[src/rtl/elevator_pkg.sv]
// Shared definitions for the elevator floor sequencer and the button/LED request latch.
package elevator_pkg;

  localparam int FLOOR_W = 2;

  localparam logic [FLOOR_W-1:0] labelF1 = 2'b00;
  localparam logic [FLOOR_W-1:0] labelF2 = 2'b01;
  localparam logic [FLOOR_W-1:0] labelF3 = 2'b10;

  typedef enum logic [1:0] {IDLE, MOVE, ARRIVE, DOOR_OPEN} state_t;

  function automatic int cnt_width(int a, int b);
    int m;
    int w;
    m = (a > b) ? a : b;
    w = $clog2(m);
    return (w < 1) ? 1 : w;
  endfunction

  function automatic logic [FLOOR_W-1:0] next_floor(logic [FLOOR_W-1:0] f, logic up);
    return up ? f + FLOOR_W'(1) : f - FLOOR_W'(1);
  endfunction

endpackage

[src/rtl/elevator_timer.sv]
// Loadable down-counter with a zero flag, shared by car travel and door dwell.
module elevator_timer #(
  parameter int W = 2
) (
  input  logic         clk,
  input  logic         reset_n,
  input  logic         load,
  input  logic [W-1:0] load_val,
  input  logic         dec,
  output logic         zero
);

  logic [W-1:0] count;

  always_ff @(posedge clk or negedge reset_n) begin
    if (!reset_n)
      count <= '0;
    else if (load)
      count <= load_val;
    else if (dec && count != '0)
      count <= count - W'(1);
  end

  assign zero = (count == '0);

endmodule

[src/rtl/elevator_controller.sv]
// Three-floor car sequencer: serves latched requests with a keep-direction (SCAN) policy.
// state     | meaning
// IDLE      | stopped, door shut, waiting for any request
// MOVE      | travelling one floor, timer counts down the travel time
// ARRIVE    | just reached a floor, decide stop or continue
// DOOR_OPEN | door dwell, latch clears the request at this floor
module elevator_controller
  import elevator_pkg::*;
#(
  parameter int TRAVEL_CYCLES = 4,
  parameter int DOOR_CYCLES   = 3
) (
  input  logic               clk,
  input  logic               reset_n,
  input  logic               req1,
  input  logic               req2,
  input  logic               req3,
  output logic [FLOOR_W-1:0] floor,
  output logic               move_handler,
  output logic               dir_up,
  output logic               door_open
);

  localparam int CNT_W = cnt_width(TRAVEL_CYCLES, DOOR_CYCLES);
  localparam logic [CNT_W-1:0] TRAVEL_LOAD = CNT_W'(TRAVEL_CYCLES - 1);
  localparam logic [CNT_W-1:0] DOOR_LOAD   = CNT_W'(DOOR_CYCLES - 1);

  state_t           state;
  logic             first_dwell;
  logic             req_here, req_above, req_below;
  logic             go_up, go_any, stop_here, repress;
  logic             tmr_load, tmr_dec, tmr_zero;
  logic [CNT_W-1:0] tmr_val;

  always_comb begin
    req_here  = 1'b0;
    req_above = 1'b0;
    req_below = 1'b0;
    case (floor)
      labelF1: begin req_here = req1; req_above = req2 | req3; end
      labelF2: begin req_here = req2; req_above = req3; req_below = req1; end
      default: begin req_here = req3; req_below = req1 | req2; end
    endcase
  end

  assign go_any    = req_above | req_below;
  assign go_up     = req_above & (dir_up | ~req_below);
  assign stop_here = req_here | (dir_up ? ~req_above : ~req_below);
  // The first dwell cycle after ARRIVE still sees the LED the latch is about to clear.
  assign repress   = req_here & ~first_dwell;

  always_comb begin
    tmr_load = 1'b0;
    tmr_dec  = 1'b0;
    tmr_val  = TRAVEL_LOAD;
    case (state)
      IDLE: begin
        tmr_load = req_here | go_any;
        if (req_here) tmr_val = DOOR_LOAD;
      end
      MOVE: tmr_dec = 1'b1;
      ARRIVE: begin
        tmr_load = 1'b1;
        if (stop_here) tmr_val = DOOR_LOAD;
      end
      DOOR_OPEN: begin
        if (repress) begin
          tmr_load = 1'b1;
          tmr_val  = DOOR_LOAD;
        end else if (tmr_zero) begin
          tmr_load = go_any;
        end else begin
          tmr_dec = 1'b1;
        end
      end
      default: ;
    endcase
  end

  elevator_timer #(.W(CNT_W)) u_timer (
    .clk      (clk),
    .reset_n  (reset_n),
    .load     (tmr_load),
    .load_val (tmr_val),
    .dec      (tmr_dec),
    .zero     (tmr_zero)
  );

  always_ff @(posedge clk or negedge reset_n) begin
    if (!reset_n) begin
      state        <= IDLE;
      floor        <= labelF1;
      dir_up       <= 1'b1;
      move_handler <= 1'b0;
      door_open    <= 1'b0;
      first_dwell  <= 1'b0;
    end else begin
      case (state)
        IDLE: begin
          if (req_here) begin
            state       <= DOOR_OPEN;
            door_open   <= 1'b1;
            first_dwell <= 1'b1;
          end else if (go_any) begin
            state        <= MOVE;
            dir_up       <= go_up;
            move_handler <= 1'b1;
          end
        end
        MOVE: begin
          if (tmr_zero) begin
            floor <= next_floor(floor, dir_up);
            state <= ARRIVE;
          end
        end
        ARRIVE: begin
          if (stop_here) begin
            state        <= DOOR_OPEN;
            move_handler <= 1'b0;
            door_open    <= 1'b1;
            first_dwell  <= 1'b1;
          end else begin
            state <= MOVE;
          end
        end
        DOOR_OPEN: begin
          first_dwell <= 1'b0;
          if (!repress && tmr_zero) begin
            door_open <= 1'b0;
            if (go_any) begin
              state        <= MOVE;
              dir_up       <= go_up;
              move_handler <= 1'b1;
            end else begin
              state <= IDLE;
            end
          end
        end
        default: state <= IDLE;
      endcase
    end
  end

endmodule

[config.mk]
export PLATFORM = sky130hd
export DESIGN_NAME = elevator_controller
export DESIGN_NICKNAME = d
export VERILOG_FILES = /design/src/rtl/elevator_pkg.sv /design/src/rtl/elevator_timer.sv /design/src/rtl/elevator_controller.sv
export SDC_FILE = /design/constraint.sdc
export NUM_CORES = 1
export LEC_CHECK = 0
export BUFFER_PORTS_ARGS = -buffer_cell sky130_fd_sc_hd__clkbuf_2
export CAP_MARGIN = 10
export CORE_ASPECT_RATIO = 1.2
export CORE_UTILIZATION = 40
export CTS_CLUSTER_DIAMETER = 50
export CTS_CLUSTER_SIZE = 14
export DETAILED_ROUTE_END_ITERATION = 6
export SLEW_MARGIN = 20
export SYNTH_ARGS = -nofsm -noshare
export SYNTH_HDL_FRONTEND = slang
export SYNTH_HIERARCHICAL = 1
export SYNTH_SLANG_ARGS = --single-unit
export TNS_END_PERCENT = 20
[constraint.sdc]
create_clock -name clk -period 2.5 [get_ports clk]
set_input_delay 0.25 -clock clk [delete_from_list [all_inputs] [get_ports clk]]
set_output_delay 0.25 -clock clk [all_outputs]
set_load 0.02 [all_outputs]
==> results.sh <==
export IMPL_core_area_um2=1850
export IMPL_wl_um=1550
export IMPL_hold_viol=0
export IMPL_yosysTopAreaCell="dfrtp_1"
export IMPL_critPathMaxFanout=8
export IMPL_fin_skew_ps=12.2
export IMPL_stdcell_count=118
export IMPL_cp_buffers_inverters=1
export IMPL_routedWlPerCell_um=13.2
export IMPL_status="finished, final reports clean"
export IMPL_postSynth_asyncResetShare_pct=100
export IMPL_via_count=684
export IMPL_hpwl_um=1160
export IMPL_cpLargestDelayFamily="simple AND/OR/NAND/NOR gates"
export IMPL_critPathKind="flop to flop"
export IMPL_drv_cap=0
export IMPL_fin_crit_ps=2230
export IMPL_synth_simple_area_share_pct=27.0
export IMPL_post_route_period_util_pct=89.1
export IMPL_fp_dieW_um=42.6
export IMPL_synth_area_top_cells="dfrtp_1 (28%), ha_1 (4.7%), nand2_1 (4.3%)"
export IMPL_crit_path_max_incr_delay_ps=530
export IMPL_ys_seq_elements=10
export IMPL_clock_sinks=10
export IMPL_hold_class="input port to asynchronous set/reset pin"
export IMPL_synth_top_area_share_pct=28.4
export IMPL_post_cts_buffers=0
export IMPL_power_leakage_nw=0.374
export IMPL_gp_congestion=0.805
export IMPL_synth_top_family_by_area="compound AO/OA/AOI/OAI gates"
export IMPL_layout_nets=108
export IMPL_clock_latency_ps=270
export IMPL_postLayoutCoreUtil_pct=47.4
export IMPL_syn_area_um2=792
export IMPL_critPathLaunchType="flop"
export IMPL_required_ps=2700
export IMPL_rows=17
export IMPL_pin_count=10
export IMPL_htreeDepth=1
export IMPL_postSynthAreaPerCell_um2=8.90
export IMPL_yosysSeqAreaShare_pct=31.8
export IMPL_synth_compound_area_share_pct=27.6
export IMPL_fmax_mhz=449
export IMPL_grt_pass1_wl_um=2670
export IMPL_dieArea_um2=2160
export IMPL_antenna_found_initial=0
export IMPL_setup_viol=0
export IMPL_worstSetupEndpointType="flop"
export IMPL_numCtsBuffers=3
export IMPL_die_y_um=50.7
export IMPL_rsz0062_at_grt="false"
export IMPL_drive_gt1_share_pct=22.2
export IMPL_syn_to_final_growth_pct=10.7
export IMPL_drv_slew=0
export IMPL_numPortBuffers=9
export IMPL_drt_iter0_markers=7
export IMPL_cts_clk_slew_worst_paths_ps=70
export IMPL_synth_xor_area_share_pct=2.21
export IMPL_crit_slowest_cell="or4b_1"
export IMPL_fin_ws_ps=273
export IMPL_cts_root_buffer="clkbuf_4"
export IMPL_clockBufferDepth=2
export IMPL_layout_common_cells="nand2_1 (9), dfrtp_1 (9), clkbuf_2 (9)"
export IMPL_grt_ovfl_total=0
export IMPL_grt_max_degree=15
export IMPL_dp_slack_ps=242
export IMPL_grt_usage_pct=16.2
export IMPL_ir_drop_uv=642
export IMPL_synth_edff_count=0
export IMPL_syn_nets=97
export IMPL_yosysWarnings=6
export IMPL_arrival_ps=2420
export IMPL_syn_inst=89
export IMPL_drt_vias_per_instance=5.80
export IMPL_dr_pass1_iters=4
export IMPL_antenna_cells=0
export IMPL_grt_pass1_vias=624
export IMPL_place_inst=113
export IMPL_ant_nets=0
export IMPL_cts_tree="done"
export IMPL_fin_area_um2=877
export IMPL_synth_mux_area_share_pct=1.26
export IMPL_drc_errors=0
export IMPL_synth_adder_area_share_pct=4.74
export IMPL_synth_flop_cell="dfrtp_1"
export IMPL_start_util_pct=42.8
export IMPL_dpl_cell_area_um2=841
export IMPL_synthDistinctLibCells=47
export IMPL_final_setup_tns_ps=0
export IMPL_power_density_nw_per_um2=1390
export IMPL_worstPathCellList="inv_1, ha_1, nor4b_1, a211o_1, a21o_1, o211ai_1, or4b_1, o211ai_2"
## kinds of logic (layout without fill, tap and decap cells)
kind of cell,Yosys count,after routing
AND/OR/NAND/NOR,37,37
flip-flops,10,10
adder cells (fa/ha/maj),3,3
multiplexers,1,1
other,1,1
XOR/XNOR,2,2
AO/OA/AOI/OAI,26,26
buffers and inverters,9,19
## sequential cells by signal, summed over array words and instances (netlist names)
name / flops
first_dwell: 1
floor: 2
dir_up: 1
u_timer/count: 2
state: 2
door_open: 1
move_handler: 1
## cell usage after synthesis (2+ instances only)
master	number
inv_1	5
or4b_1	2
dfrtp_1	9
nor2b_1	3
nand3_1	2
xnor2_1	2
ha_1	3
or2_2	2
a21o_1	2
nand2_1	9
clkbuf_1	2
o2bb2ai_1	2
o21ai_0	5
nor2_1	7
a21oi_1	2
## power breakdown
part | internal [mW] | total (mW) | switching, mW
Sequential | 0.249 | 0.340 | 0.0915
Combinational | 0.335 | 0.760 | 0.425
Clock | 0.0616 | 0.117 | 0.0556
## worst paths after layout
kind | from | to | slack, ps | depth (start not counted)
min | reset_n | state[1] | 370 | 2
min reg2reg | move_handler | move_handler | 510 | 1
max reg2reg | floor[1] | u_timer/count[0] | 270 | 8
max in group asynchronous | reset_n | dir_up | 1850 | 2
min in group clk | req1 | dir_up | 460 | 3
max | floor[1] | u_timer/count[0] | 270 | 8
## layer usage
metal	track usage, %	share of wire, %
met2	24.7	46
met1	21.5	50
met5	0	0
met4	11.5	2.1
met3	1.08	2.0
## layout make-up
cell class	instances	area [um2]
Tap cell	19	23.8
Timing Repair Buffer	10	55.1
Multi-Input combinational cell	70	502
Inverter	5	18.8
Sequential cell	10	251
Clock buffer	4	26.3
Fill cell	182	973
## metrics by stage
step / power (mW) / hold slack, ps
floorplan: 0.941 / -45.6
global placement: 1.08 / 129
detailed placement: 1.09 / 132
CTS: 1.22 / 376
global route: 1.33 / 395
finish: 1.22 / 373
## timing repair
action / 4_1_cts / 5_1_grt
gates resized for setup: 0 / 1
endpoints found under the setup margin: 0 / 1
endpoints found under the hold margin: 9 / 0
hold buffers: 1 / 0
Power figures use the tool's default switching activity.
